`config.mk`:
```
export PLATFORM = sky130hd
export DESIGN_NAME = uart_tx_fifo
export DESIGN_NICKNAME = d
export VERILOG_FILES = /design/src/rtl/uart_tx_fifo.sv
export SDC_FILE = /design/constraint.sdc
export NUM_CORES = 1
export LEC_CHECK = 0
export ABC_CLOCK_PERIOD_IN_PS = 6100
export BUFFER_PORTS_ARGS = -buffer_cell sky130_fd_sc_hd__buf_2
export CAP_MARGIN = 25
export CORE_AREA = 5 5 123 125
export DETAILED_ROUTE_END_ITERATION = 16
export DIE_AREA = 0 0 128 130
export PLACE_DENSITY = 0.7
export SYNTH_ARGS = -nofsm -noshare
export SYNTH_HDL_FRONTEND = slang
export SYNTH_SLANG_ARGS = --single-unit
```
`constraint.sdc`:
```
create_clock -name clk -period 6.1 [get_ports clk]
set_input_delay 0.305 -clock clk [delete_from_list [all_inputs] [get_ports clk]]
set_output_delay 0.305 -clock clk [all_outputs]
set_load 0.01 [all_outputs]
```
`src/rtl/uart_tx_fifo.sv`:
```
// UART 8N1 transmitter fed by a circular byte FIFO; frames go out back-to-back
// while bytes are queued, with tx and busy driven straight from registers.
module uart_tx_fifo #(
   parameter int CLKS_PER_BIT = 434,
   parameter int DEPTH_LOG2   = 4
) (
   input  logic                  clk,
   input  logic                  rst,
   input  logic                  wr_en,
   input  logic [7:0]            din,
   output logic                  full,
   output logic [DEPTH_LOG2:0]   level,
   output logic                  busy,
   output logic                  tx
);

   localparam int DEPTH = 1 << DEPTH_LOG2;

   localparam logic [1:0] ST_IDLE  = 2'd0;
   localparam logic [1:0] ST_START = 2'd1;
   localparam logic [1:0] ST_DATA  = 2'd2;
   localparam logic [1:0] ST_STOP  = 2'd3;

   localparam logic [15:0]           BAUD_LAST  = 16'(CLKS_PER_BIT - 1);
   localparam logic [DEPTH_LOG2:0]   LEVEL_ZERO = {(DEPTH_LOG2+1){1'b0}};
   localparam logic [DEPTH_LOG2:0]   LEVEL_ONE  = {{DEPTH_LOG2{1'b0}}, 1'b1};
   localparam logic [DEPTH_LOG2:0]   LEVEL_FULL = {1'b1, {DEPTH_LOG2{1'b0}}};
   localparam logic [DEPTH_LOG2-1:0] PTR_ZERO   = {DEPTH_LOG2{1'b0}};
   localparam logic [DEPTH_LOG2-1:0] PTR_ONE    = DEPTH_LOG2'(1);

   logic [7:0]            mem_r [DEPTH];
   logic [DEPTH_LOG2-1:0] wr_ptr_r;
   logic [DEPTH_LOG2-1:0] rd_ptr_r;
   logic [DEPTH_LOG2:0]   level_r;
   logic [DEPTH_LOG2:0]   level_next_s;
   logic                  full_r;
   logic [1:0]            state_r;
   logic [15:0]           baud_r;
   logic [2:0]            bit_cnt_r;
   logic [7:0]            shift_r;
   logic                  tx_r;
   logic                  busy_r;
   logic                  baud_end_s;
   logic                  push_s;
   logic                  pop_s;

   assign baud_end_s = (baud_r == BAUD_LAST);
   // A write while full is dropped even when a pop frees a slot this cycle.
   assign push_s     = wr_en & ~full_r;

   // Pop request: leaving IDLE, or chaining the next frame at the end of STOP.
   always_comb begin
      pop_s = 1'b0;
      case (state_r)
         ST_IDLE: pop_s = (level_r != LEVEL_ZERO);
         ST_STOP: pop_s = baud_end_s && (level_r != LEVEL_ZERO);
         default: pop_s = 1'b0;
      endcase
   end

   // Next FIFO occupancy from this cycle's push and pop.
   always_comb begin
      level_next_s = level_r;
      if (push_s && !pop_s) begin
         level_next_s = level_r + LEVEL_ONE;
      end else if (!push_s && pop_s) begin
         level_next_s = level_r - LEVEL_ONE;
      end else begin
         level_next_s = level_r;
      end
   end

   // FIFO storage; contents need no reset.
   always_ff @(posedge clk) begin
      if (push_s) begin
         mem_r[wr_ptr_r] <= din;
      end
   end

   // FIFO pointers, occupancy and full flag.
   always_ff @(posedge clk) begin
      if (rst) begin
         wr_ptr_r <= PTR_ZERO;
         rd_ptr_r <= PTR_ZERO;
         level_r  <= LEVEL_ZERO;
         full_r   <= 1'b0;
      end else begin
         if (push_s) begin
            wr_ptr_r <= wr_ptr_r + PTR_ONE;
         end
         if (pop_s) begin
            rd_ptr_r <= rd_ptr_r + PTR_ONE;
         end
         level_r <= level_next_s;
         full_r  <= (level_next_s == LEVEL_FULL);
      end
   end

   // Serializer FSM; the baud counter restarts on every state entry.
   always_ff @(posedge clk) begin
      if (rst) begin
         state_r   <= ST_IDLE;
         baud_r    <= 16'd0;
         bit_cnt_r <= 3'd0;
         shift_r   <= 8'd0;
         tx_r      <= 1'b1;
         busy_r    <= 1'b0;
      end else begin
         case (state_r)
            ST_IDLE: begin
               baud_r    <= 16'd0;
               bit_cnt_r <= 3'd0;
               if (pop_s) begin
                  shift_r <= mem_r[rd_ptr_r];
                  state_r <= ST_START;
                  tx_r    <= 1'b0;
                  busy_r  <= 1'b1;
               end else begin
                  tx_r    <= 1'b1;
                  busy_r  <= 1'b0;
               end
            end
            ST_START: begin
               if (baud_end_s) begin
                  baud_r  <= 16'd0;
                  state_r <= ST_DATA;
                  tx_r    <= shift_r[0];
               end else begin
                  baud_r  <= baud_r + 16'd1;
               end
            end
            ST_DATA: begin
               if (baud_end_s) begin
                  baud_r <= 16'd0;
                  if (bit_cnt_r == 3'd7) begin
                     state_r <= ST_STOP;
                     tx_r    <= 1'b1;
                  end else begin
                     shift_r   <= {1'b0, shift_r[7:1]};
                     tx_r      <= shift_r[1];
                     bit_cnt_r <= bit_cnt_r + 3'd1;
                  end
               end else begin
                  baud_r <= baud_r + 16'd1;
               end
            end
            ST_STOP: begin
               if (baud_end_s) begin
                  baud_r    <= 16'd0;
                  bit_cnt_r <= 3'd0;
                  if (pop_s) begin
                     shift_r <= mem_r[rd_ptr_r];
                     state_r <= ST_START;
                     tx_r    <= 1'b0;
                  end else begin
                     state_r <= ST_IDLE;
                     tx_r    <= 1'b1;
                     busy_r  <= 1'b0;
                  end
               end else begin
                  baud_r <= baud_r + 16'd1;
               end
            end
            default: begin
               state_r <= ST_IDLE;
               baud_r  <= 16'd0;
               tx_r    <= 1'b1;
               busy_r  <= 1'b0;
            end
         endcase
      end
   end

   assign full  = full_r;
   assign level = level_r;
   assign busy  = busy_r;
   assign tx    = tx_r;

endmodule

```
After elaboration in Yosys (flattened, before gate mapping):

Memory sizes are Yosys's and may differ from the RTL's. A register that Yosys moved wholly into a read port is not among the register bits.
Index checks and enable logic that the tools add are counted.

* reduce and logical (&&, ||, !) cells: 14
* mux-type cells: 35
* bitwise operators: 2
* $add $sub $neg: 6
* equal/unequal tests: 13

Operator list (count)
* two-way mux 8 bit: 4
* case mux 16 bit (2 select lines): 1
* case mux 8 bit (3 select lines): 1
* adder 16 x 1 -> 16 bit, second input constant: 1
* equality test 16 x 9 -> 1 bit, second input constant: 1
* two-way mux 16 bit: 1
* != test 2 bit, second input constant: 7
* two-way mux 1 bit: 11
* two-way mux 2 bit: 5
* two-way mux 5 bit: 2
* two-way mux 3 bit: 3
* case mux 3 bit (3 select lines): 1
* adder 4 x 1 -> 4 bit, second input constant: 2
* two-way mux 4 bit: 2
* case mux 2 bit (4 select lines): 1
* AND reduction 3 bit: 2
* adder 5 x 1 -> 5 bit, second input constant: 1
* equality test 5 bit, second input constant: 1
* AND reduction 5 bit: 1
* nonzero test 5 bit: 1
* subtractor 5 x 1 -> 5 bit, second input constant: 1
* equality test 2 bit, second input constant: 2
* case mux 1 bit (2 select lines): 2
* case mux 1 bit (4 select lines): 1
* 12 further kinds: 15

* register bits after elaboration: 45
* input port bits: 11
* RAM bits: 128
* word-level logic and storage cells: 81
* memories kept: 1
* output and inout port bits: 8

Memories
* mem_r: words 16, width 8, rd ports 1, clocked after memory_dff 1, wr ports 1, line 31 `logic [7:0] mem_r [DEPTH];`

Logic depth before layout (Yosys ltp):

Gate-level depths: netlist (run 1).

* depth in word-level cells: 7
* gate-level depth with buffers: 11
* depth with buffers taken out: 8

Worst setup path after synthesis (run 1):

No wires, ideal clock.

* path type: register to register
* start: register level_r[0], in the netlist level[0]
* end: register full_r, in the netlist full
* cell stages (with the launch flop): 9
* arrival time: 2075 ps
* setup time: 116 ps
* period minus slack after synthesis: 2191 ps
* slack: 3909 ps
* data required time: 5984 ps
* path buffers: 0
* cell sequence: dfxtp_1 inv_1 ha_1 nor4b_4 nor3b_1 a31oi_4 mux2i_1 mux2_2 and4_1

* cells in the longest elaborated chain, start to end: 7
* elaborated cells on any way between the ends: 11
* those cells by class: 2 x add/sub; 1 x eq/ne; 3 x mux; 5 x reduce/logical

RTL lines
* start: declaration: line 34 `logic [DEPTH_LOG2:0] level_r;`
* start signal: assignment: line 94 `level_r <= level_next_s;`
* branches (longest 5 deep; another with subtractor 5 x 1 -> 5 bit)
* two-way mux 5 bit *: line 64 `if (push_s && !pop_s) begin`
* equality test 5 bit *: line 95 `full_r <= (level_next_s == LEVEL_FULL);`
* end signal: assignment: line 95
* end: declaration: line 36 `logic full_r;`

Every way passes the cells marked *.
A chain may end at the register's enable or synchronous reset.

Worst setup path after layout (run 1):

* start: register state_r[0]
* end: register shift_r[7]

* cells in the longest elaborated chain, start to end: 5
* elaborated cells on any way between the ends: 12
* those cells by class: 5 x eq/ne; 4 x mux; 3 x reduce/logical

RTL lines
* start: declaration: line 37 `logic [1:0] state_r;`
* start signal: assignment: line 102 `state_r <= ST_IDLE;`
* start signal: assignment: line 115 `state_r <= ST_START;`
* start signal: assignment: line 126 `state_r <= ST_DATA;`
* equality test 2 bit / zero test 2 bit (equally long branches): line 54, 109
* case mux 1 bit (2 select lines): line 54 `case (state_r)`
* two-way mux 8 bit (2 in series)
* case mux 8 bit (3 select lines): line 109 `case (state_r)`
* end signal: assignment: line 114 `shift_r <= mem_r[rd_ptr_r];`
* end signal: assignment: line 139 `shift_r <= {1'b0, shift_r[7:1]};`
* end signal: assignment: line 152 `shift_r <= mem_r[rd_ptr_r];`
* end: declaration: line 40 `logic [7:0] shift_r;`

Parallel ways exist; a longest one is shown, timed or not. The select of a mux whose other input is x is not followed.

==> results_dict.tcl, run 1 <==
set metrics [dict create \
    outcome "complete, no violations" \
    syn_to_final_growth_pct 10.2 \
    endpoint_kind "flip-flop" \
    drc 0 \
    synthArstFlopShare 0 \
    critPathMostFrequentCell "nor3b_1" \
    hold_path_class "in -> reg" \
    fin_area_um2 8160 \
    numCtsBuffers 17 \
    synthTopCellsByCount "edfxtp_1, dfxtp_1, nor2_1, mux4_2, ha_1" \
    first_iter_violations 217 \
    die_h_um 130 \
    chipWidth_um 128 \
    r2r_cells 7 \
    grt.overflow.total 0 \
    crit_slowest_cell "nor3b_1" \
    start_util 0.537 \
    cts_root_buf "clkbuf_16" \
    insertion_delay_ns 0.43 \
    antennaDiodeCount 0 \
    final_nets 525 \
    critical-path-max-stage-delay_ns 0.44 \
    cts_num_sinks 177 \
    via_per_inst 5.79 \
    routed_wl_um 13400 \
    cp-start-kind "flip-flop" \
    layout-drive-gt1-share 0.194 \
    setup_tns_ns 0 \
    fp-row-count 43 \
    finalMaxSlewViolations 0 \
    max_freq_ghz 0.410 \
    drv.max_cap_violation_count 0 \
    hold_depth 1 \
    yosysTopAreaCell "edfxtp_1" \
    htreeDepth 4 \
    fin_skew_ns 0.0103 \
    cts_hold_buf 0 \
    final_antenna_net_count 0 \
    avgSynthCellArea_um2 15.4 \
    synth_top_cell_area_share 0.519 \
    grt_use_total 0.174 \
    yosys.cell_types.count 52 \
    post-synth-top-count-cell "edfxtp_1" \
    dieArea_um2 16600 \
    slew_headroom 0.343 \
    synth_top_flop_cell "edfxtp_1" \
    ys_warn_count 0 \
    hold_path.startpoint "din[6]" \
    cp_max_fo 15 \
    tightest_slew_ns 0.984 \
    rr_endpoint "shift_r[7]$_SDFFE_PP0P_" \
    dpl_cell_area_um2 7600 \
    path_clk_slew_ns 0.07 \
    synth_cells 480 \
    crit_arrival_ns 2.77 \
    cts-resized-gates 0 \
    first_global_vias 4069 \
    whs_endpoint "mem_r[3][6]$_DFFE_PP_" \
    cts_setup_buffers 0 \
    leakage_nw 2.69 \
    routedWlPerCell_um 19.5 \
    r2r_start "state_r[0]$_SDFFE_PP0P_" \
    synth_edf_count 128 \
    r2r_slack_ns 3.66 \
    power-per-cell-area_nw_per_um2 401 \
    synth_nets 509 \
    port_buffers 18 \
    cts_tree "done" \
    synth_seq_cells 177 \
    hold_violations 0 \
    grt_pass1_wl_um 21700 \
    dr.pass1.iters 4 \
    synth.area.top_cells "edfxtp_1, dfxtp_1, mux4_2" \
    ys_seq_area_frac 0.652 \
    antenna_found_initial 0 \
    worstPathRequired_ns 6.43 \
    period_share 0.400 \
    crit_type "reg -> reg" \
    ioPinCount 19 \
    setup_violations 0 \
    p_total_mw 3.27 \
    syn-cell-area_um2 7400 \
    rsz0062_at_grt "no" \
    dp_hpwl_um 8380 \
    num_vias 3991 \
    gp_congestion 0.778 \
    core_um2 13800 \
    peakVddDrop_mv 0.249 \
    worstPathCellList "inv_1 > ha_1 > nor3b_1 > a31o_1 > o211a_4 > nor3b_1 > a41o_1" \
    grt_max_degree 33 \
    fin_crit_ns 2.44 \
    cts.path.max_buffers 2 \
]
==> final cells by class <==
class	instances	area (µm²)
fill	1064	5620
tap	180	225
clock buffer	19	433
sequential	177	4830
timing repair buffer	20	105
multi-input combinational	268	2400
clock inverter	13	124
inverter	12	45.0
==> stage by stage <==
step / util / cells / hold slack [ns] / setup slack [ns]
floorplan: - / 480 / 0.404 / 3.91
global placement: 0.552 / 657 / 0.457 / 3.75
global route: 0.592 / 689 / 0.256 / 3.50
finish: 0.592 / 689 / 0.258 / 3.66
CTS: 0.592 / 689 / 0.249 / 3.65
detailed placement: 0.552 / 657 / 0.477 / 3.66
==> report_power, final <==
part,leakage [nW],internal (mW),switching [mW],total [mW]
Clock,0.269,0.536,0.478,1.01
Sequential,1.56,1.37,0.0622,1.43
Combinational,0.866,0.372,0.456,0.828
Total,2.69,2.28,0.996,3.27
==> metal layers <==
metal,vias up,track usage,share of wire
li1,1871,-,-
met1,2016,0.224,0.44
met2,86,0.293,0.50
met3,18,0.0446,0.042
met4,0,0.0549,0.013
met5,-,0,0
==> worst max-delay path: cells and delay by family (launching register included) <==
family | cells | cell delay (ns)
buf+inv | 1 | 0.13
flops | 1 | 0.39
simple gates | 2 | 0.51
fa+ha+maj | 1 | 0.39
compound gates | 3 | 0.92
==> state kept, by name, indices dropped and copies added, names as in the netlist, named ones only <==
name / flops
busy: 1
shift_r: 8
state_r: 2
full: 1
mem_r: 128
rd_ptr_r: 4
bit_cnt_r: 3
tx: 1
baud_r: 16
wr_ptr_r: 4
level: 5
==> cells by family after synthesis <==
kind of cell | after synthesis | share of synthesized area
flops | 177 | 0.652
simple gates | 130 | 0.0936
mux | 53 | 0.127
compound gates | 44 | 0.0456
buf+inv | 35 | 0.0242
xor+xnor | 23 | 0.0272
fa+ha+maj | 18 | 0.0304
==> worst max-delay path by stage <==
stage,start,end
after global routing,level[0]$_SDFF_PP0_,shift_r[7]$_SDFFE_PP0P_
after CTS,flip-flop,shift_r[7]$_SDFFE_PP0P_
after floorplan,level[0]$_SDFF_PP0_,full$_SDFF_PP0_
after global placement,flip-flop,shift_r[7]$_SDFFE_PP0P_
final,state_r[0]$_SDFFE_PP0P_,shift_r[7]$_SDFFE_PP0P_
after detailed placement,state_r[0]$_SDFFE_PP0P_,shift_r[7]$_SDFFE_PP0P_
==> placed cells by master (no fill, tap or decap), types with 13 or more instances in the layout <==
master | synthesis | final
xor2_1 | 13 | 13
nor2_1 | 44 | 44
nand2_1 | 17 | 17
clkbuf_16 | 0 | 17
and2_1 | 17 | 17
dfxtp_1 | 49 | 48
mux4_2 | 32 | 32
edfxtp_1 | 128 | 128
buf_2 | 2 | 18
mux2i_1 | 13 | 13
ha_1 | 18 | 18
(Power assumes the default switching activity.)
==> run 2, diff against run 1 <==
--- a/config.mk
+++ b/config.mk
@@ -5,13 +5,14 @@
 export SDC_FILE = /design/constraint.sdc
 export NUM_CORES = 1
 export LEC_CHECK = 0
-export ABC_CLOCK_PERIOD_IN_PS = 6100
+export ABC_AREA = 1
+export ABC_CLOCK_PERIOD_IN_PS = 2400
 export BUFFER_PORTS_ARGS = -buffer_cell sky130_fd_sc_hd__buf_2
 export CAP_MARGIN = 25
 export CORE_AREA = 5 5 123 125
 export DETAILED_ROUTE_END_ITERATION = 16
 export DIE_AREA = 0 0 128 130
-export PLACE_DENSITY = 0.7
+export PLACE_DENSITY = 0.71
 export SYNTH_ARGS = -nofsm -noshare
 export SYNTH_HDL_FRONTEND = slang
 export SYNTH_SLANG_ARGS = --single-unit
==> constraint.sdc (replaced) <==
create_clock -name clk -period 2.4 [get_ports clk]
set_input_delay 0.12 -clock clk [delete_from_list [all_inputs] [get_ports clk]]
set_output_delay 0.12 -clock clk [all_outputs]
set_load 0.01 [all_outputs]
==> run 2 against run 1 <==
Against the previous run: register-to-register slack worse by 3.4 ns; non-clock buffer count up 25; sequential power rose to 2.5 times the previous value; critical path depth up 2; wire length up 19%; die area unchanged; hold slack worse by 0.19 ns; largest power group unchanged; highest routed layer unchanged.
==> results_dict.tcl, run 2 <==
set metrics [dict create \
    r2r_start "state_r[0]$_SDFFE_PP0P_" \
    period_share 0.892 \
    p_total_mw 8.39 \
    seq_area_um2 4830 \
    layout-drive-gt1-share 0.128 \
    worstPathRequired_ns 2.71 \
    via_per_inst 5.63 \
    drv.max_cap_violation_count 0 \
    grt.overflow.total 0 \
    routed_wl_um 16000 \
    crit_slowest_cell "dfxtp_1" \
    hold_path.startpoint "rst" \
    synth_nets 729 \
    synthArstFlopShare 0 \
    hold_depth 2 \
    syn-cell-area_um2 7520 \
    slew_headroom 0.700 \
    grt_pass1_wl_um 25700 \
    multi_input_area_um2 2370 \
    cts-resized-gates 0 \
    largestRegisters "mem_r (128), baud_r (16), shift_r (8)" \
    start_util 0.546 \
    cts_setup_buffers 0 \
    setup_tns_ns 0 \
    largest_reg_flops 128 \
    post-synth-top-count-cell "edfxtp_1" \
    fin_skew_ns 0.00910 \
    yosys.cell_types.count 39 \
    grt_use_total 0.202 \
    final_antenna_net_count 0 \
    max_freq_ghz 0.467 \
    outcome "complete, no violations" \
    final_nets 764 \
    antennaDiodeCount 0 \
    cp_max_fo 11 \
    crit_type "reg -> reg" \
    core_um2 13800 \
    finalMaxSlewViolations 0 \
    cts_hold_buf 0 \
    die_h_um 130 \
    synth_top_flop_cell "edfxtp_1" \
    critPathMostFrequentCell "inv_1" \
    hold_path_class "in -> reg" \
    crit_family "compound AO/OA/AOI/OAI gates" \
    synth_edf_count 128 \
    tightest_slew_ns 0.451 \
    ioPinCount 19 \
    ys_warn_count 0 \
    cts_tree "done" \
    synthTopCellsByCount "edfxtp_1, nor2_1, o21ai_0, nand2_1" \
    avgSynthCellArea_um2 10.7 \
    peakVddDrop_mv 0.622 \
    whs_endpoint "level[3]$_SDFF_PP0_" \
    largest_register "mem_r" \
    cts.path.max_buffers 2 \
    synth_seq_cells 177 \
    setup_violations 0 \
    crit_arrival_ns 2.45 \
    cts_root_buf "clkbuf_16" \
    first_global_vias 5102 \
    critical-path-max-stage-delay_ns 0.43 \
    cp-start-kind "flip-flop" \
    gp_congestion 0.857 \
    port_buffers 18 \
    fp-row-count 43 \
    rsz0062_at_grt "no" \
    synth.area.top_cells "edfxtp_1, dfxtp_1, nor2_1" \
    dieArea_um2 16600 \
    syn_to_final_growth_pct 12.9 \
    synth_top_cell_area_share 0.511 \
    crit_start "state_r[0]$_SDFFE_PP0P_" \
    routedWlPerCell_um 17.3 \
    power-per-cell-area_nw_per_um2 989 \
    leakage_nw 3.03 \
    synth_cells 700 \
    rr_endpoint "shift_r[5]$_SDFFE_PP0P_" \
    final_common_cell "edfxtp_1" \
    endpoint_kind "flip-flop" \
    insertion_delay_ns 0.42 \
    worstPathCellList "inv_1 > ha_1 > nor2_4 > nand2_4 > inv_1 > o21ai_2 > inv_2 > o21ai_0 > a21oi_1" \
    htreeDepth 4 \
    ys_seq_area_frac 0.642 \
    grt_max_degree 65 \
    dr.pass1.iters 4 \
    dp_hpwl_um 10500 \
    mostFrequentLayoutCells "edfxtp_1, nor2_1, o21ai_0" \
    drc 0 \
    num_vias 5229 \
    first_iter_violations 402 \
    cts_num_sinks 177 \
    chipWidth_um 128 \
    r2r_slack_ns 0.26 \
    hold_violations 0 \
    yosysTopAreaCell "edfxtp_1" \
    critical_path_buf_inv_count 3 \
    path_clk_slew_ns 0.06 \
    numCtsBuffers 17 \
    r2r_cells 9 \
    fin_crit_ns 2.14 \
    fill_cells 1096 \
    antenna_found_initial 0 \
]
-- run 2: through the flow --
stage	utilization	hold WS, ns	worst slack (ns)	instances	instance area, µm²
2_1_floorplan	-	0.198	0.683	700	7520
3_3_place_gp	0.576	0.448	0.467	896	7930
3_5_place_dp	0.576	0.462	0.338	896	7930
4_1_cts	0.616	0.0545	0.331	928	8490
5_1_grt	0.616	0.0919	0.166	928	8490
6_report	0.616	0.0669	0.258	928	8490
-- run 2: cell families after synthesis --
logic type	count (synthesis)	share of synthesized area
XOR/XNOR	4	0.00466
AO/OA/AOI/OAI	166	0.131
flip-flops	177	0.642
buffers and inverters	83	0.0428
AND/OR/NAND/NOR	252	0.150
adder cells (fa/ha/maj)	18	0.0300
-- run 2: worst register-to-register path: stages, from the launching register on --
cell and delay (ns):
dfxtp_1 0.43, inv_1 0.12, ha_1 0.40, nor2_4 0.08
nand2_4 0.15, inv_1 0.13, o21ai_2 0.32, inv_2 0.13
o21ai_0 0.20, a21oi_1 0.06
-- run 2: power by group --
| part | internal (mW) | switching, mW | total (mW) |
|---|---|---|---|
| Sequential | 3.48 | 0.132 | 3.61 |
| Combinational | 0.734 | 1.44 | 2.17 |
| Clock | 1.52 | 1.09 | 2.61 |
| Total | 5.73 | 2.66 | 8.39 |
-- run 2: per-layer routing --
metal,GRT usage,vias to the layer above,share of wire
met5,0,-,0
met4,0.0749,0,0.018
met3,0.0422,23,0.057
met2,0.336,142,0.48
met1,0.264,2514,0.44
li1,-,2550,-
-- run 2: worst max-delay path by stage --
stage                              endpoint  slack, ns  cells after the start
floorplan           shift_r[0]$_SDFFE_PP0P_       0.68                     11
global placement    shift_r[0]$_SDFFE_PP0P_       0.47                      9
detailed placement  shift_r[1]$_SDFFE_PP0P_       0.34                      9
CTS                 shift_r[1]$_SDFFE_PP0P_       0.33                      9
global route        shift_r[0]$_SDFFE_PP0P_       0.17                      9
finish              shift_r[5]$_SDFFE_PP0P_       0.26                      9
-- run 2: area by class of cell --
class	instances	area share
sequential	177	0.569
clock inverter	11	0.0136
timing repair buffer	45	0.0360
inverter	54	0.0239
clock buffer	21	0.0519
multi-input combinational	440	0.280
tap	180	0.0265
==> run 3, diff against run 2 <==
--- a/config.mk
+++ b/config.mk
@@ -9,9 +9,10 @@
 export ABC_CLOCK_PERIOD_IN_PS = 2400
 export BUFFER_PORTS_ARGS = -buffer_cell sky130_fd_sc_hd__buf_2
 export CAP_MARGIN = 25
-export CORE_AREA = 5 5 123 125
+export CORE_AREA = 2 2 120 122
 export DETAILED_ROUTE_END_ITERATION = 16
-export DIE_AREA = 0 0 128 130
+export DIE_AREA = 0 0 122 124
+export MAX_ROUTING_LAYER = met4
 export PLACE_DENSITY = 0.71
 export SYNTH_ARGS = -nofsm -noshare
 export SYNTH_HDL_FRONTEND = slang
==> run 3 against run 2 <==
Against the previous run: register-to-register slack is essentially flat; setup slack better by 0.0076 ns; sequential share of layout area fell by 0.38 points; final cell count rose by 0.22%; die area is 9.1% lower; critical path type unchanged; highest routed layer unchanged.
==> results_dict.tcl, run 3 (synthesis results as in run 2) <==
set metrics [dict create \
    numCtsBuffers 17 \
    grt_pass1_wl_um 26500 \
    cts_setup_buffers 0 \
    largest_register "mem_r" \
    cts_tree "done" \
    start_util 0.548 \
    grt.overflow.total 0 \
    drc 0 \
    ioPinCount 19 \
    critical-path-max-stage-delay_ns 0.43 \
    layout-drive-gt1-share 0.140 \
    p_total_mw 8.57 \
    gp_congestion 0.914 \
    r2r_cells 9 \
    max_freq_ghz 0.469 \
    mostFrequentLayoutCells "edfxtp_1, nor2_1, o21ai_0" \
    critPathMostFrequentCell "inv_1" \
    core_um2 13700 \
    crit_start "state_r[0]$_SDFFE_PP0P_" \
    first_iter_violations 568 \
    crit_arrival_ns 2.45 \
    fin_skew_ns 0.0107 \
    cp-start-kind "flip-flop" \
    final_antenna_net_count 0 \
    finalMaxSlewViolations 0 \
    cts_hold_buf 0 \
    r2r_slack_ns 0.27 \
    peakVddDrop_mv 0.586 \
    insertion_delay_ns 0.43 \
    drv.max_cap_violation_count 0 \
    fin_util 0.623 \
    cts_root_buf "clkbuf_16" \
    routedWlPerCell_um 18.2 \
    antenna_found_initial 0 \
    leakage_nw 3.08 \
    largest_reg_flops 128 \
    period_share 0.889 \
    final_nets 766 \
    grt_max_degree 43 \
    first_global_vias 5204 \
    largestRegisters "mem_r (128), baud_r (16), shift_r (8)" \
    hold_path.startpoint "rst" \
    outcome "complete, no violations" \
    dr.pass1.iters 5 \
    grt_use_total 0.244 \
    cts.path.max_buffers 2 \
    hold_violations 0 \
    r2r_start "state_r[0]$_SDFFE_PP0P_" \
    rr_endpoint "shift_r[4]$_SDFFE_PP0P_" \
    slew_headroom 0.585 \
    routed_wl_um 16900 \
    setup_tns_ns 0 \
    post-place-ws_ns 0.300 \
    setup_violations 0 \
    hold_path_class "in -> reg" \
    finalNonFillerCells 930 \
    endpoint_kind "flip-flop" \
    htreeDepth 4 \
    worst_slack_ns 0.266 \
    path_clk_slew_ns 0.07 \
    die_h_um 124 \
    fin_crit_ns 2.13 \
    dpl_cell_area_um2 7960 \
    dieArea_um2 15100 \
    dp_hpwl_um 10700 \
    chipWidth_um 122 \
    via_per_inst 5.83 \
    crit_type "reg -> reg" \
    cp_max_fo 11 \
    final_common_cell "edfxtp_1" \
    port_buffers 18 \
    fin_area_um2 8540 \
    fp-row-count 43 \
    whs_endpoint "level[2]$_SDFF_PP0_" \
    power-per-cell-area_nw_per_um2 1000 \
    syn_to_final_growth_pct 13.6 \
    fin_hold_ws_ns 0.0886 \
    cts_num_sinks 177 \
    worstPathRequired_ns 2.71 \
    worstPathCellList "inv_1 > ha_1 > nor2_4 > nand2_4 > inv_1 > o21ai_2 > inv_2 > o21ai_0 > a21oi_1" \
    antennaDiodeCount 0 \
    crit_slowest_cell "dfxtp_1" \
    num_vias 5420 \
    rsz0062_at_grt "no" \
    cts-resized-gates 0 \
    dp_cells 898 \
    tightest_slew_ns 0.621 \
    hold_depth 2 \
]
==> run 3: cell count changes in the layout (fill, tap and decap cells not counted), sizes merged <==
cell / before / now
clkinv: 5 / 6
clkinvlp: 4 / 3
buf: 45 / 47
inv: 54 / 58
clkbuf: 21 / 17
==> run 3: how the worst max path moves through the flow <==
stage                                          to  slack (ns)  cells after the start
final                     shift_r[4]$_SDFFE_PP0P_        0.27                      9
after detailed placement  shift_r[4]$_SDFFE_PP0P_        0.30                      9
after floorplan           shift_r[0]$_SDFFE_PP0P_        0.68                     11
after global routing      shift_r[0]$_SDFFE_PP0P_        0.05                      9
after CTS                 shift_r[4]$_SDFFE_PP0P_        0.31                      9
after global placement    shift_r[0]$_SDFFE_PP0P_        0.44                      9
==> run 3: worst max-delay path, delay by kind of cell (launching register included) <==
family	cells	cell delay, ns
compound gates	3	0.59
buf+inv	3	0.37
flops	1	0.43
simple gates	2	0.23
fa+ha+maj	1	0.39
==> run 3: cell type report <==
| class | instances | area, µm² |
|---|---|---|
| tap | 180 | 225 |
| clock buffer | 17 | 425 |
| clock inverter | 15 | 160 |
| inverter | 54 | 203 |
| sequential | 177 | 4830 |
| multi-input combinational | 440 | 2370 |
| timing repair buffer | 47 | 333 |
| fill | 1071 | 5170 |
==> run 3: metal layers <==
metal / part of all wire / GRT usage
met2: 0.50 / 0.405
met1: 0.41 / 0.297
met3: 0.068 / 0.0508
met5: 0 / -
met4: 0.019 / 0.0905
==> run 3: power by group <==
part,switching (mW),internal [mW]
clock,1.19,1.55
sequential,0.139,3.48
combinational,1.47,0.747
total,2.80,5.77
